[src/rtl/etapa_memoria.sv]
// etapa_memoria
//  Memory / pass-through stage that sits right after the ALU.
//  Loads (LW, LB) and stores (SW) use the ALU result as a byte address and run a
//  req/ack handshake on the data-memory port. While that access is outstanding
//  the stage holds the upstream pipeline through a combinational stall.
//  Every other opcode is registered straight through to writeback in one cycle.
//
//  Ports
//   clk, rst                 clock (rising edge), asynchronous active-high reset
//   valid_in, opcode,
//   resultado, dato_sw,
//   rd_in                    op presented by the ALU stage
//   stall                    1 while a memory access is outstanding
//   mem_req, mem_we,
//   mem_addr, mem_wdata      request side of the data-memory port (held while waiting)
//   mem_rdata, mem_ack       response side; rdata valid with the one-cycle ack
//   valid_out, wb_dato,
//   wb_rd, wb_we             writeback fields; wb_* hold their value between pulses
//   mem_error                sticky: misaligned LW or memory timeout, cleared by rst
module etapa_memoria #(
   parameter int TIMEOUT_CYC = 16
) (
   input  logic        clk,
   input  logic        rst,
   input  logic        valid_in,
   input  logic [4:0]  opcode,
   input  logic [31:0] resultado,
   input  logic [31:0] dato_sw,
   input  logic [4:0]  rd_in,
   output logic        stall,
   output logic        mem_req,
   output logic        mem_we,
   output logic [31:0] mem_addr,
   output logic [31:0] mem_wdata,
   input  logic [31:0] mem_rdata,
   input  logic        mem_ack,
   output logic        valid_out,
   output logic [31:0] wb_dato,
   output logic [4:0]  wb_rd,
   output logic        wb_we,
   output logic        mem_error
);

   localparam logic [4:0]  OP_LW   = 5'd12;
   localparam logic [4:0]  OP_LB   = 5'd13;
   localparam logic [4:0]  OP_SW   = 5'd14;
   localparam logic [4:0]  OP_ADDI = 5'd15;
   localparam bit          TO_EN   = (TIMEOUT_CYC != 0);
   // Counter value seen on the last cycle a request may stay open without ack.
   localparam logic [31:0] TO_LAST = 32'(TIMEOUT_CYC - 1);

   typedef enum logic {ST_IDLE, ST_WAIT} state_t;

   state_t      state;
   logic [31:0] cnt;
   logic [4:0]  op_p1;
   logic [4:0]  rd_p1;
   logic [1:0]  sel_p1;

   function automatic logic is_mem(input logic [4:0] op);
      return (op == OP_LW) || (op == OP_LB) || (op == OP_SW);
   endfunction

   // Register-file write only for arithmetic ops (1..9) and ADDI; branches,
   // jumps, NOP and unknown encodings never write.
   function automatic logic wb_enable(input logic [4:0] op);
      return ((op >= 5'd1) && (op <= 5'd9)) || (op == OP_ADDI);
   endfunction

   // Little-endian byte pick followed by sign extension.
   function automatic logic [31:0] lb_extend(input logic [31:0] word, input logic [1:0] sel);
      logic signed [7:0] b;
      case (sel)
         2'd0: b = word[7:0];
         2'd1: b = word[15:8];
         2'd2: b = word[23:16];
         2'd3: b = word[31:24];
      endcase
      return {{24{b[7]}}, b};
   endfunction

   assign stall = (state == ST_WAIT);

   always_ff @(posedge clk or posedge rst) begin
      if (rst) begin
         state     <= ST_IDLE;
         cnt       <= 32'd0;
         op_p1     <= 5'd0;
         rd_p1     <= 5'd0;
         sel_p1    <= 2'd0;
         mem_req   <= 1'b0;
         mem_we    <= 1'b0;
         mem_addr  <= 32'd0;
         mem_wdata <= 32'd0;
         valid_out <= 1'b0;
         wb_dato   <= 32'd0;
         wb_rd     <= 5'd0;
         wb_we     <= 1'b0;
         mem_error <= 1'b0;
      end else begin
         case (state)
            // ---- accept stage: decode the incoming op ----
            ST_IDLE: begin
               valid_out <= 1'b0;
               if (valid_in) begin
                  if (opcode == OP_LW && resultado[1:0] != 2'b00) begin
                     // Misaligned word load never reaches memory.
                     mem_error <= 1'b1;
                     valid_out <= 1'b1;
                     wb_we     <= 1'b0;
                     wb_dato   <= 32'd0;
                     wb_rd     <= rd_in;
                  end else if (is_mem(opcode)) begin
                     state     <= ST_WAIT;
                     cnt       <= 32'd0;
                     op_p1     <= opcode;
                     rd_p1     <= rd_in;
                     sel_p1    <= resultado[1:0];
                     mem_req   <= 1'b1;
                     mem_we    <= (opcode == OP_SW);
                     mem_addr  <= {resultado[31:2], 2'b00};
                     mem_wdata <= dato_sw;
                  end else begin
                     valid_out <= 1'b1;
                     wb_dato   <= resultado;
                     wb_rd     <= rd_in;
                     wb_we     <= wb_enable(opcode);
                  end
               end
            end
            // ---- memory stage: hold the request until ack or timeout ----
            ST_WAIT: begin
               if (mem_ack) begin
                  // An ack on the timeout cycle still completes the access.
                  state     <= ST_IDLE;
                  mem_req   <= 1'b0;
                  mem_we    <= 1'b0;
                  valid_out <= 1'b1;
                  wb_rd     <= rd_p1;
                  case (op_p1)
                     OP_LW: begin
                        wb_dato <= mem_rdata;
                        wb_we   <= 1'b1;
                     end
                     OP_LB: begin
                        wb_dato <= lb_extend(mem_rdata, sel_p1);
                        wb_we   <= 1'b1;
                     end
                     default: begin
                        wb_dato <= 32'd0;
                        wb_we   <= 1'b0;
                     end
                  endcase
               end else if (TO_EN && cnt == TO_LAST) begin
                  state     <= ST_IDLE;
                  mem_req   <= 1'b0;
                  mem_we    <= 1'b0;
                  mem_error <= 1'b1;
                  valid_out <= 1'b1;
                  wb_dato   <= 32'd0;
                  wb_rd     <= rd_p1;
                  wb_we     <= 1'b0;
               end else begin
                  cnt       <= cnt + 32'd1;
                  valid_out <= 1'b0;
               end
            end
            default: state <= ST_IDLE;
         endcase
      end
   end

endmodule

[config.mk]
export PLATFORM = sky130hd
export DESIGN_NAME = etapa_memoria
export DESIGN_NICKNAME = d
export VERILOG_FILES = /design/src/rtl/etapa_memoria.sv
export SDC_FILE = /design/constraint.sdc
export NUM_CORES = 1
export LEC_CHECK = 0
export CORE_ASPECT_RATIO = 0.6
export CORE_UTILIZATION = 25
export CTS_CLUSTER_DIAMETER = 30
export CTS_CLUSTER_SIZE = 24
export DETAILED_ROUTE_END_ITERATION = 7
export GPL_TIMING_DRIVEN = 0
export HOLD_SLACK_MARGIN = 0.1
export PLACE_DENSITY = 0.51
export SLEW_MARGIN = 5
export SYNTH_ARGS = -nofsm -noshare
export SYNTH_HDL_FRONTEND = slang
export SYNTH_SLANG_ARGS = --single-unit
[constraint.sdc]
create_clock -name clk -period 10.2 [get_ports clk]
set_clock_uncertainty 0.15 [all_clocks]
set_input_delay 2.04 -clock clk [delete_from_list [all_inputs] [get_ports clk]]
set_output_delay 2.04 -clock clk [all_outputs]
set_load 0.02 [all_outputs]
; ---- Word-level counts from Yosys, hierarchy flattened
; Index checks and enable logic that the tools add are counted.
; Widths: inputs -> output; s select.
[totals]
register_bits = 149
inputBits = 110
out_inout_bits = 107
word_cells = 104
[op_classes]
addsub = 1
order_cmp = 2
eq_ne = 19
muxes = 53
bitwise_logic = 2
reduce_logical = 13
[op_table]
columns = operator, count
row1 = $mux 32, 10
row2 = $pmux 32 s2, 3
row3 = $add 32x1->32 const B, 1
row4 = $eq 32x4->1 const B, 1
row5 = $pmux 8 s4, 1
row6 = $eq 5x4->1 const B, 6
row7 = $mux 1, 27
row8 = $mux 5, 5
row9 = $ne 2x2->1 const B, 6
row10 = $pmux 1 s2, 6
row11 = $reduce_and 4->1, 3
row12 = $pmux 5 s2, 1
row13 = $ge 5x1->1 const B, 1
row14 = $le 5x4->1 const B, 1
row15 = $reduce_and 5->1, 1
row16 = $eq 2x2->1 const B, 2
row17 = $logic_or 1x1->1, 3
row18 = $ne 3x2->1 const B, 1
row19 = $ne 3x3->1 const B, 1
row20 = $reduce_and 3->1, 1
row21 = $eq 2x1->1 const B, 1
row22 = $logic_and 1x1->1, 2
row23 = $logic_not 2->1, 1
row24 = $ne 2x1->1 const B, 1
row25 = 3 further kinds, 4

; ---- Depth between registers and ports, before layout
[logic_depth]
word_depth = 7
depth_mapped = 9
ltp_nobuf = 6

; ---- Worst setup path after synthesis
; No wires, ideal clock.
[synth_path]
kind = input to register
start = input port opcode[1]
end = register mem_addr[10]
setup_ps = 117
t_arrival_ps = 3418
required_time_ps = 9933
path_slack_ps = 6515
path_stages = 9
n_path_buf = 4
path_cell_list = buf_2 > nor2_1 > o21a_1 > or4b_1 > clkbuf_1 > buf_2 > buf_2 > nand2_1 > nand2_1
[synth_between]
elab_chain_cells = 4
elab_cells_between_ends = 8
classes_between = eq/ne: 3 / bitwise: 1 / reduce/logical: 4
[synth_rtl]
columns = element, line_no
row1 = "start, declared", 26  ; input logic [4:0] opcode,
row2 = "$eq 5x4->1, on equally long branches", "61, 106"
row3 = $logic_or 1x1->1 / $logic_and 1x1->1 (equally long branches), "61, 106"
row4 = $logic_or 1x1->1 / $not 1->1 (equally long branches), --
row5 = $reduce_and 4->1 (no source line) *, --
row6 = "end signal, assigned", 121  ; mem_addr <= {resultado[31:2], 2'b00};
row7 = "end, declared", 33  ; output logic [31:0] mem_addr,
; Mark *: on every way between the ends. The rest lies on a longest branch, timed or not.
; A chain may end at the register's enable or synchronous reset.

; ---- Worst setup path after layout
[layout_path]
start = input port opcode[3]
end = register cnt[28]
[layout_between]
elab_chain_cells = 5
elab_cells_between_ends = 9
classes_between = eq/ne: 5 / reduce/logical: 4
[layout_rtl]
columns = element, line_no
row1 = "$eq 5x4->1, on equally long branches", "61, 106"
row2 = $logic_or 1x1->1 (2 in series), 61  ; return (op == OP_LW) || (op == OP_LB) || (op == OP_SW);
row3 = $ne 2x2->1 (no source line), --
row4 = $reduce_and 5->1 (no source line) *, --
row5 = "end signal, assigned", 164  ; cnt <= cnt + 32'd1;
row6 = "end, declared", 55  ; logic [31:0] cnt;
; Marks and branches as above.

==> flow_summary.json <==
{
  "status": "completed",
  "grt_max_degree": 86,
  "synth_edf_count": 0,
  "async_flop_share": 1.00,
  "clockBufferDepth": 2,
  "ys_seq_elements": 149,
  "stdcell_count": 1315,
  "p_comb_frac": 0.285,
  "vias": 6012,
  "vdd_drop_max_uv": 94.1,
  "worstMarginPinSlew_ps": 1210,
  "reg2regPathDepth": 5,
  "root_buffer": "clkbuf_16",
  "rrSetupSlack_ps": 7480,
  "via_per_inst": 4.57,
  "min_period_over_period": 0.432,
  "syn_to_final_growth_pct": 44.7,
  "htree_num_levels": 4,
  "hpwl_mm": 17.7,
  "yosys.area.top_type": "dfrtp_1",
  "dp_cells": 1285,
  "crit_fanout": 10,
  "whs_ps": 315,
  "end_kind": "flip-flop",
  "grt_pass1_wl_mm": 36.7,
  "fp.dieH_um": 132,
  "syn_inst": 703,
  "cp.arrival_ps": 4550,
  "netlist_area_um2": 7010,
  "drc": 0,
  "hold_buffers": 0,
  "yosys-top-cells-area": "dfrtp_1, nand2_1, mux2_2, a221o_1, mux2i_1",
  "die_w_um": 218,
  "cts_resized": 0,
  "drv_slew": 0,
  "required_ps": 10350,
  "path_clk_slew_ps": 60,
  "p_leak_nw": 4.52,
  "wl_per_cell_um": 18.1,
  "whs_path_depth": 1,
  "p_per_area_nw_per_um2": 181,
  "crit_type": "in2reg",
  "fin_setup_tns_ps": 0,
  "tritoncts": "built",
  "antennaDiodeCount": 0,
  "io_buffers": 213,
  "ant_nets": 0,
  "cts_buffers": 17,
  "antenna_found_initial": 1,
  "drive_above_1_share": 0.111,
  "maxSlewHeadroom": 0.185,
  "first_global_vias": 5892,
  "post-cts-setup-buffers": 0,
  "switching_power_w": 0.000568,
  "setup_viol": 0,
  "grt_overflow_total": 0,
  "rsz0062_at_grt": "no",
  "max_cap_viol_count": 0,
  "track_usage": 0.170,
  "synth_cell_types": 51,
  "die_area_um2": 28700,
  "num_io_pins": 217,
  "design.core.area_um2": 27600,
  "clock_sinks": 149,
  "hold_path_class": "reg2reg",
  "synth_flop_cell": "dfrtp_1",
  "start_kind": "primary input",
  "nets": 1048,
  "seqPwrFrac": 0.405,
  "place_congestion": 0.787,
  "drt_iter0_markers": 399,
  "num_rows": 47,
  "p_int_w": 0.00127,
  "p_sw_frac": 0.309,
  "netlist.area_leader.share": 0.532,
  "yosysSeqAreaShare": 0.532,
  "insertion_delay_ps": 430,
  "yosysWarnings": 0,
  "fmaxAchievable_mhz": 227,
  "drt-total-wl_mm": 23.8,
  "fin_crit_ps": 4400,
  "dr.pass1.iters": 5,
  "initial_utilization": 0.254,
  "power_frac_clock": 0.310,
  "final_hold_viol_count": 0,
  "synth.avg_cell_area_um2": 9.98
}
[power by group through the flow]
stage	clock [W]	sequential (W)	combinational (W)
2_1_floorplan	0	0.000851	0.000147
3_5_place_dp	0	0.000753	0.000526
6_report	0.000568	0.000744	0.000523
4_1_cts	0.000585	0.000745	0.000528
5_1_grt	0.000610	0.000756	0.000562
3_3_place_gp	0	0.000751	0.000524
[flip-flops by register name (all words and copies together), names as in the netlist]
signal and count:
mem_req 1, wb_we 1, rd_p1 5, stall 1
wb_rd 5, mem_wdata 32, op_p1 5, cnt 32
valid_out 1, sel_p1 2, wb_dato 32, mem_we 1
mem_addr 30, mem_error 1
[layer usage]
metal  wire (um)  global-route usage  vias up
li1            -                   -     2888
met1       12600               0.265     2903
met2        9070               0.218      211
met3        2030              0.0595       10
met4         173              0.0396        0
met5           0                   0        -
[cells in the mapped netlist (7+ instances only)]
cell	n
a21oi_1	12
a221o_1	25
o21ai_0	17
nor2_1	24
mux2i_1	15
clkbuf_1	16
a32o_1	7
and2_1	10
nand3_1	10
mux2_4	8
mux2_2	34
dfrtp_1	149
buf_2	17
nor3_1	7
inv_1	10
xnor2_1	12
nor4_1	11
nand2b_1	11
nand2_1	236
nand4_1	10
[cells by family (layout without fill, tap and decap cells)]
logic type,after synthesis,after routing,share of synthesized area
other,1,2,0.000535
AOI/OAI and AO/OA,73,73,0.0810
adders and majority gates,1,1,0.00178
DFF,149,149,0.532
muxes,58,58,0.0963
xor gates and xnor gates,15,15,0.0187
buffers and inverters,53,297,0.0401
and+or+nand+nor,353,353,0.230
[critical path: stages]
cell             delay, ps
clkdlybuf4s50_1        520
and3b_1                250
nand2_1                130
nor4b_2                430
clkbuf_1               550
clkbuf_1               510
nor2_1                 120
[per-stage QoR]
step | cell area (um2) | util | setup WS, ps | total power [W]
4_1_cts | 10100 | 0.368 | 5790 | 0.00186
6_report | 10100 | 0.368 | 5800 | 0.00183
5_1_grt | 10100 | 0.368 | 5560 | 0.00193
3_3_place_gp | 9610 | 0.348 | 1350 | 0.00128
2_1_floorplan | 7020 | - | 4000 | 0.000998
3_5_place_dp | 9640 | 0.350 | 5310 | 0.00128
[path summary, 6_finish.rpt]
path / startpoint / to
max in group asynchronous: rst / cnt[6]
min: op_p1[2] / op_p1[2]
max reg2reg: stall / cnt[28]
max: opcode[3] / cnt[28]
min in group asynchronous: rst / mem_addr[11]
min reg2reg: op_p1[2] / op_p1[2]
[layout make-up]
cell class,count,area (um2)
multi-input combinational,502,3010
fill,2822,17400
tap,367,459
inverter,10,45.0
clock buffer,25,475
sequential,149,3730
timing repair buffer,214,2160
buffer,43,244
clock inverter,5,27.5
[placed cells by master (no fill, tap or decap), types with 4 or more instances in the layout]
| cell | instances |
|---|---|
| clkdlybuf4s50_1 | 213 |
| or3_1 | 6 |
| nand2_1 | 236 |
| or4_1 | 5 |
| clkbuf_16 | 17 |
| and4_1 | 6 |
| nor3_1 | 7 |
| a32o_1 | 7 |
| dfrtp_1 | 149 |
| nor4_1 | 11 |
| mux2i_1 | 15 |
| nand2b_1 | 11 |
| nand4_1 | 10 |
| inv_1 | 9 |
| buf_4 | 6 |
| a21oi_1 | 12 |
| and2_1 | 10 |
| clkinv_2 | 4 |
| mux2_4 | 8 |
| buf_2 | 17 |
| mux2_2 | 34 |
| nand3_1 | 10 |
| o21ai_0 | 17 |
| xnor2_1 | 12 |
| clkbuf_1 | 22 |
| nor2_1 | 24 |
| a221o_1 | 25 |
No activity file was read; power rests on OpenSTA's default activity.
